## config.mk

```make
export PLATFORM = sky130hd
export DESIGN_NAME = sfp_seq_ctrl
export DESIGN_NICKNAME = d
export VERILOG_FILES = /design/src/rtl/sfp_pkg.sv /design/src/rtl/sfp_lat_pipe.sv /design/src/rtl/sfp_seq_ctrl.sv
export SDC_FILE = /design/constraint.sdc
export NUM_CORES = 1
export LEC_CHECK = 0
export ABC_CLOCK_PERIOD_IN_PS = 2650
export CAP_MARGIN = 20
export CORE_MARGIN = 10
export CORE_UTILIZATION = 36
export DETAILED_ROUTE_END_ITERATION = 7
export GPL_ROUTABILITY_DRIVEN = 0
export MAX_ROUTING_LAYER = met4
export SLEW_MARGIN = 20
export SYNTH_ARGS = -nofsm -noshare
export SYNTH_HDL_FRONTEND = slang
export SYNTH_SLANG_ARGS = --single-unit
```

## constraint.sdc

```tcl
create_clock -name clk -period 2.65 [get_ports clk]
set_input_delay 0.795 -clock clk [delete_from_list [all_inputs] [get_ports clk]]
set_output_delay 0.795 -clock clk [all_outputs]
set_load 0.01 [all_outputs]
```

## src/rtl/sfp_pkg.sv

```systemverilog
// Shared constants for the sfp_row sequencer: FSM encodings and sfp_row instructions.
package sfp_pkg;

  // Default pass size; also the depth of the sfp_row sum FIFO.
  localparam int ROWS_MAX = 16;

  // Sequencer states, kept as plain constants so legacy code can compare against them.
  typedef logic [2:0] state_t;
  localparam state_t ST_IDLE  = 3'd0;
  localparam state_t ST_ACC   = 3'd1;
  localparam state_t ST_XCHG  = 3'd2;
  localparam state_t ST_DIV   = 3'd3;
  localparam state_t ST_DRAIN = 3'd4;

  // sfp_row instruction encodings; acc and div are one-hot and never combined.
  localparam logic [1:0] SFP_NOP = 2'b00;
  localparam logic [1:0] SFP_ACC = 2'b01;
  localparam logic [1:0] SFP_DIV = 2'b10;

endpackage

```

## src/rtl/sfp_lat_pipe.sv

```systemverilog
// Strobe + address delay line matching a fixed read/compute latency.
module sfp_lat_pipe #(
  parameter int DEPTH  = 1,
  parameter int ADDR_W = 4
) (
  input  logic              clk,
  input  logic              rstn,
  input  logic              strobe,
  input  logic [ADDR_W-1:0] addr,
  output logic              strobe_dly,
  output logic [ADDR_W-1:0] addr_dly
);

  logic [DEPTH-1:0]  strobe_reg;
  logic [ADDR_W-1:0] addr_reg [DEPTH];

  // Shift strobe and its address together so the address stays aligned with its strobe.
  always_ff @(posedge clk or negedge rstn) begin
    if (!rstn) begin
      strobe_reg <= '0;
      for (int i = 0; i < DEPTH; i++) addr_reg[i] <= '0;
    end else begin
      strobe_reg[0] <= strobe;
      addr_reg[0]   <= addr;
      for (int i = 1; i < DEPTH; i++) begin
        strobe_reg[i] <= strobe_reg[i-1];
        addr_reg[i]   <= addr_reg[i-1];
      end
    end
  end

  assign strobe_dly = strobe_reg[DEPTH-1];
  assign addr_dly   = addr_reg[DEPTH-1];

endmodule

```

## src/rtl/sfp_seq_ctrl.sv

```systemverilog
// Per-core sequencer for sfp_row: ACC pass over ofifo rows, peer sum exchange,
// DIV replay from psum memory into the output memory.
import sfp_pkg::*;

module sfp_seq_ctrl #(
  parameter int ROWS_MAX = sfp_pkg::ROWS_MAX,
  parameter int ROW_W    = 5,
  parameter int ADDR_W   = 4
) (
  input  logic              clk,
  input  logic              rstn,
  input  logic              start,
  input  logic [ROW_W-1:0]  num_rows,
  input  logic              ofifo_valid,
  output logic              ofifo_rd,
  input  logic              peer_sum_valid,
  output logic              wr_sum,
  output logic [1:0]        sfp_inst,
  output logic              mem_rd,
  output logic [ADDR_W-1:0] mem_addr,
  output logic              out_wr,
  output logic [ADDR_W-1:0] out_addr,
  output logic              busy,
  output logic              done
);

  localparam logic [ROW_W-1:0] ROWS_CAP = ROW_W'(ROWS_MAX);

  state_t             state_reg, state_next;
  logic [ROW_W-1:0]   rows_reg;
  logic [ROW_W-1:0]   rd_cnt_reg;
  logic [ROW_W-1:0]   acc_cnt_reg;
  logic [ROW_W-1:0]   peer_cnt_reg;
  logic [ADDR_W-1:0]  div_cnt_reg;
  logic               zero_done_reg;

  logic               acc_v;
  logic [ADDR_W-1:0]  acc_idx;
  logic               div_v;
  logic [ADDR_W-1:0]  div_addr;
  logic               start_ok;
  logic               drain_done;

  assign start_ok = start && (state_reg == ST_IDLE);

  // Outbound strobes; the ofifo and peer pulls stop once the row count is reached.
  assign ofifo_rd = (state_reg == ST_ACC) && ofifo_valid && (rd_cnt_reg < rows_reg);
  assign wr_sum   = ((state_reg == ST_ACC) || (state_reg == ST_XCHG)) &&
                    peer_sum_valid && (peer_cnt_reg < rows_reg);
  assign mem_rd   = (state_reg == ST_DIV);
  assign mem_addr = mem_rd ? div_cnt_reg : '0;
  assign sfp_inst = (acc_v ? SFP_ACC : SFP_NOP) | (div_v ? SFP_DIV : SFP_NOP);
  assign busy     = (state_reg != ST_IDLE);

  // In DRAIN no new reads are issued, so an out_wr with the div stage empty is the last row.
  assign drain_done = (state_reg == ST_DRAIN) && out_wr && !div_v;
  assign done       = zero_done_reg | drain_done;

  // ofifo has one cycle of read latency before the row reaches sfp_row.
  sfp_lat_pipe #(.DEPTH(1), .ADDR_W(ADDR_W)) u_acc_pipe (
    .clk        (clk),
    .rstn       (rstn),
    .strobe     (ofifo_rd),
    .addr       (rd_cnt_reg[ADDR_W-1:0]),
    .strobe_dly (acc_v),
    .addr_dly   (acc_idx)
  );

  // psum memory read latency: mem_rd -> div.
  sfp_lat_pipe #(.DEPTH(1), .ADDR_W(ADDR_W)) u_div_pipe (
    .clk        (clk),
    .rstn       (rstn),
    .strobe     (mem_rd),
    .addr       (mem_addr),
    .strobe_dly (div_v),
    .addr_dly   (div_addr)
  );

  // Registered sfp_out: div -> out_wr.
  sfp_lat_pipe #(.DEPTH(1), .ADDR_W(ADDR_W)) u_out_pipe (
    .clk        (clk),
    .rstn       (rstn),
    .strobe     (div_v),
    .addr       (div_addr),
    .strobe_dly (out_wr),
    .addr_dly   (out_addr)
  );

  // Next-state selection for the pass phases.
  always_comb begin
    state_next = state_reg;
    case (state_reg)
      ST_IDLE:  if (start && (num_rows != '0)) state_next = ST_ACC;
      ST_ACC:   if (acc_cnt_reg == rows_reg) state_next = ST_XCHG;
      // XCHG is entered at least one cycle after the last acc, so the sum_q -> fifo
      // write has landed by the time the peer count allows the exit.
      ST_XCHG:  if (peer_cnt_reg == rows_reg) state_next = ST_DIV;
      ST_DIV:   if (ROW_W'(div_cnt_reg) == rows_reg - ROW_W'(1)) state_next = ST_DRAIN;
      ST_DRAIN: if (drain_done) state_next = ST_IDLE;
      default:  state_next = ST_IDLE;
    endcase
  end

  // State register plus pass counters; counters only restart on an accepted start.
  always_ff @(posedge clk or negedge rstn) begin
    if (!rstn) begin
      state_reg     <= ST_IDLE;
      rows_reg      <= '0;
      rd_cnt_reg    <= '0;
      acc_cnt_reg   <= '0;
      peer_cnt_reg  <= '0;
      div_cnt_reg   <= '0;
      zero_done_reg <= 1'b0;
    end else begin
      state_reg     <= state_next;
      zero_done_reg <= start_ok && (num_rows == '0);
      if (start_ok) begin
        rows_reg     <= (num_rows > ROWS_CAP) ? ROWS_CAP : num_rows;
        rd_cnt_reg   <= '0;
        acc_cnt_reg  <= '0;
        peer_cnt_reg <= '0;
        div_cnt_reg  <= '0;
      end else begin
        if (ofifo_rd) rd_cnt_reg   <= rd_cnt_reg + ROW_W'(1);
        if (acc_v)    acc_cnt_reg  <= ROW_W'(acc_idx) + ROW_W'(1);
        if (wr_sum)   peer_cnt_reg <= peer_cnt_reg + ROW_W'(1);
        if (mem_rd)   div_cnt_reg  <= div_cnt_reg + ADDR_W'(1);
      end
    end
  end

  // sfp_row must never see acc and div together.
  a_inst_onehot: assert property (@(posedge clk) disable iff (!rstn) (sfp_inst != 2'b11));

endmodule

```

==> impl_results.rst <==
.. list-table::
   :header-rows: 1

   * - Metric
     - Value
   * - Grt met1 use
     - 0.124
   * - Maximum count of clock buffers along a single path
     - 2
   * - Cell depth of the worst min-delay path
     - 0
   * - Slowest stage cell on the critical path
     - sky130_fd_sc_hd__clkdlybuf4s50_1
   * - Total of warnings raised by yosys
     - 0
   * - Sequential element share of the synthesized area
     - 0.490
   * - Cell Area, Synth
     - 0.00220 mm^2
   * - Chain of cells forming the critical path
     - clkdlybuf4s50_1, nor4b_4, o211ai_4, inv_1, buf_2
   * - # nets final
     - 273
   * - Routed length per instance
     - 14.4 um
   * - Max-capacitance violation count
     - 0
   * - Cell at the root of the clock tree
     - sky130_fd_sc_hd__clkbuf_8
   * - Die span in x
     - 98.1 um
   * - Drc violations
     - 0
   * - Final Cycle Share
     - 0.966
   * - Count of cell instances traversed by the critical path
     - 5
   * - Port Buf Inserts
     - 25
   * - Required time reported for the critical path endpoint
     - 1860 ps
   * - DP HPWL
     - 3.61 mm
   * - Final instance area
     - 0.00277 mm^2
   * - Inserted Clock Buffers
     - 5
   * - Total Routing Usage GR
     - 0.103
   * - Depth of the most critical reg-to-reg path
     - 8
   * - Initial antenna violation count
     - 0
   * - Total I/O pin count
     - 26
   * - Count of TritonRoute iterations in the first routing pass
     - 4
   * - Initial core utilization
     - 0.371
   * - Slack of the worst reg-to-reg path
     - 650 ps
   * - Type of element capturing the critical path
     - output pin
   * - Synth Area per Inst
     - 10.8 um^2
   * - Iteration-0 DRC Markers
     - 51
   * - Synthesis-to-layout area growth
     - 26.1%
   * - First-pass GRT wire length
     - 7.91 mm
   * - Via Count
     - 1,611
   * - Number of flops mapped to enable cells by yosys
     - 0
   * - HP Start
     - u_div_pipe.addr_dly[0]
   * - Kind of start point of the critical path
     - primary input
   * - FF-to-FF Start
     - rows_reg[2]
   * - Leak Pwr
     - 1.29 nW
   * - CTS Hold Buffers Added
     - 0
   * - Overall routed net length
     - 4.67 mm
   * - Share of async-settable or async-resettable flops after synthesis
     - 1.00
   * - Critical-path maximum fanout
     - 2
   * - Run status
     - completed
   * - Most frequent standard cell in the layout excluding fill and tap cells
     - sky130_fd_sc_hd__dfrtp_1
   * - Launch point of the critical path
     - peer_sum_valid
   * - Total cell area at the placement stage
     - 0.00267 mm^2
   * - Global route overflow
     - 0
   * - Maximum clock frequency
     - 391 MHz
   * - Number of endpoints with negative hold slack in the final report
     - 0
   * - Clock sink total
     - 43
   * - Global routing met2 resource utilization
     - 0.159
   * - Antenna diodes
     - 0
   * - Highest cell delay on the worst timing path
     - 450 ps
   * - Reg clk slew, reported paths
     - 90 ps
   * - Total die area
     - 0.00963 mm^2
   * - Maximum number of pins on one net before global-route repair
     - 27
   * - Synthesized netlist net count
     - 227
   * - Number of distinct library cells after synthesis
     - 44
   * - Number of buffer and inverter stages on the critical path
     - 3
   * - Met3 Track Usage GR
     - 0.0261
   * - Final critical path time including I/O delays and setup
     - 2560 ps
   * - Class of the tightest hold or removal check
     - flip-flop to flip-flop
   * - Total negative slack
     - 0 ps
   * - Number of rows created at floorplan
     - 28
   * - Vias in the first global route
     - 1,602
   * - Count of pins over their slew limit
     - 0
   * - Slew @ Worst Pin
     - 394 ps
   * - Final setup vio count
     - 0
   * - Remaining number of nets flagged by the antenna check after routing
     - 0
   * - H-tree levels
     - 2
   * - Number of cells produced by synthesis
     - 203
   * - R2r endpoint
     - peer_cnt_reg[3]
   * - CORE AREA
     - 0.00592 mm^2
   * - Kind of cell adding the most delay to the critical path
     - buffers and inverters
   * - Worst-case hold path end point
     - u_out_pipe.addr_dly[0]
   * - Slew headroom
     - 0.737
   * - Register bit count reported by yosys
     - 43
   * - Clk_lat worst skew
     - 300 ps
   * - Final hold slack
     - 353 ps
   * - Share of final-layout standard cells stronger than drive strength 1
     - 0.164
   * - CTS tree
     - built
   * - Power per cell area
     - 730 mW/mm^2
   * - Type of the setup path with the least slack
     - primary input to output pin
   * - Most frequently used flop master after synthesis
     - sky130_fd_sc_hd__dfrtp_1
   * - Global route hottest layer
     - met2
   * - Die H
     - 98.1 um
   * - Unrepaired setup endpoints after global routing
     - false
   * - Data arrival at the endpoint of the critical path
     - 1770 ps
   * - Per-cell via count in the routed design
     - 4.96
   * - Final Total Pwr
     - 2.02 mW
   * - Clock Skew
     - 7.39 ps
   * - Maximum resistive drop on vdd
     - 326 uV
   * - Most frequent cells in the layout
     - 43 x sky130_fd_sc_hd__dfrtp_1, 23 x sky130_fd_sc_hd__buf_4, 17 x sky130_fd_sc_hd__clkdlybuf4s50_1, 15 x sky130_fd_sc_hd__nor2_1, 14 x sky130_fd_sc_hd__ha_1
==> area by class of cell <==
cell class                      count  area, um^2
Fill cell                         563        3150
Inverter                           13        48.8
Multi-Input combinational cell    137        1010
Timing Repair Buffer               49         428
Tap cell                           75        93.8
Clock inverter                      3        43.8
Sequential cell                    43        1080
Clock buffer                        5        68.8
==> stage by stage <==
stage	worst slack, ps	utilization	instances
2_1_floorplan	390	-	203
3_3_place_gp	-635	0.450	317
3_5_place_dp	-612	0.450	317
4_1_cts	69.1	0.467	325
5_1_grt	17.0	0.468	325
6_report	90.0	0.468	325
==> Yosys cell counts (2+ instances only) <==
cell type	number	area share
sky130_fd_sc_hd__nand2_1	13	0.022
sky130_fd_sc_hd__nand3b_1	5	0.017
sky130_fd_sc_hd__nand4_1	3	0.0085
sky130_fd_sc_hd__a211oi_1	2	0.0068
sky130_fd_sc_hd__buf_2	3	0.0068
sky130_fd_sc_hd__dfrtp_1	43	0.49
sky130_fd_sc_hd__a211o_1	2	0.0080
sky130_fd_sc_hd__nor3_1	4	0.0091
sky130_fd_sc_hd__or4_1	2	0.0068
sky130_fd_sc_hd__xor2_1	6	0.024
sky130_fd_sc_hd__a21o_1	2	0.0068
sky130_fd_sc_hd__nor2_1	15	0.026
sky130_fd_sc_hd__xnor2_1	11	0.044
sky130_fd_sc_hd__a21oi_1	8	0.018
sky130_fd_sc_hd__nand3_1	7	0.016
sky130_fd_sc_hd__o21ai_0	9	0.020
sky130_fd_sc_hd__o211ai_1	2	0.0068
sky130_fd_sc_hd__buf_6	2	0.010
sky130_fd_sc_hd__clkbuf_1	2	0.0034
sky130_fd_sc_hd__ha_1	14	0.080
sky130_fd_sc_hd__and2_1	5	0.014
sky130_fd_sc_hd__mux2i_1	6	0.027
sky130_fd_sc_hd__inv_1	13	0.022
sky130_fd_sc_hd__and3_1	2	0.0057
sky130_fd_sc_hd__buf_4	2	0.0068
sky130_fd_sc_hd__nor2b_1	2	0.0057
==> worst max-delay path by stage <==
| stage | to | slack (ps) |
|---|---|---|
| 2_1_floorplan | wr_sum | 390 |
| 5_1_grt | mem_rd | 20 |
| 3_5_place_dp | ofifo_rd | -610 |
| 3_3_place_gp | ofifo_rd | -640 |
| 4_1_cts | wr_sum | 70 |
| 6_report | wr_sum | 90 |
==> metal layers <==
layer | vias up | wire [um]
li1 | 797 | -
met1 | 775 | 2170
met2 | 32 | 2230
met3 | 7 | 188
met4 | 0 | 79
met5 | - | 0
==> where the power goes <==
part / internal [mW] / switching (mW) / leakage, nW / total, mW
Clock: 0.281 / 0.232 / 0.0581 / 0.513
Sequential: 0.785 / 0.114 / 0.506 / 0.899
Combinational: 0.328 / 0.283 / 0.730 / 0.611
Total: 1.39 / 0.630 / 1.29 / 2.02
==> worst reg2reg max path: stages, from the launching register on <==
cell	delay [ps]
sky130_fd_sc_hd__dfrtp_1	380
sky130_fd_sc_hd__inv_1	120
sky130_fd_sc_hd__ha_1	250
sky130_fd_sc_hd__buf_4	140
sky130_fd_sc_hd__a21oi_1	220
sky130_fd_sc_hd__o211ai_4	120
sky130_fd_sc_hd__buf_4	180
sky130_fd_sc_hd__or4_1	460
sky130_fd_sc_hd__nand2_1	80
==> cell families (layout without fill, tap and decap cells) <==
| family | Yosys count | count (layout) | share of synthesized area |
|---|---|---|---|
| simple gates | 65 | 65 | 0.165 |
| flops | 43 | 43 | 0.490 |
| compound gates | 34 | 34 | 0.112 |
| buf+inv | 23 | 70 | 0.0512 |
| xor+xnor | 18 | 18 | 0.0752 |
| fa+ha+maj | 14 | 14 | 0.0797 |
| mux | 6 | 6 | 0.0273 |
==> what timing repair did <==
item | in CTS | in global routing
pin swaps | 1 | 0
endpoints found under the setup margin | 6 | 2
resized for setup | 14 | 2
buffers inserted | 0 | 0
(Power assumes the default switching activity.)
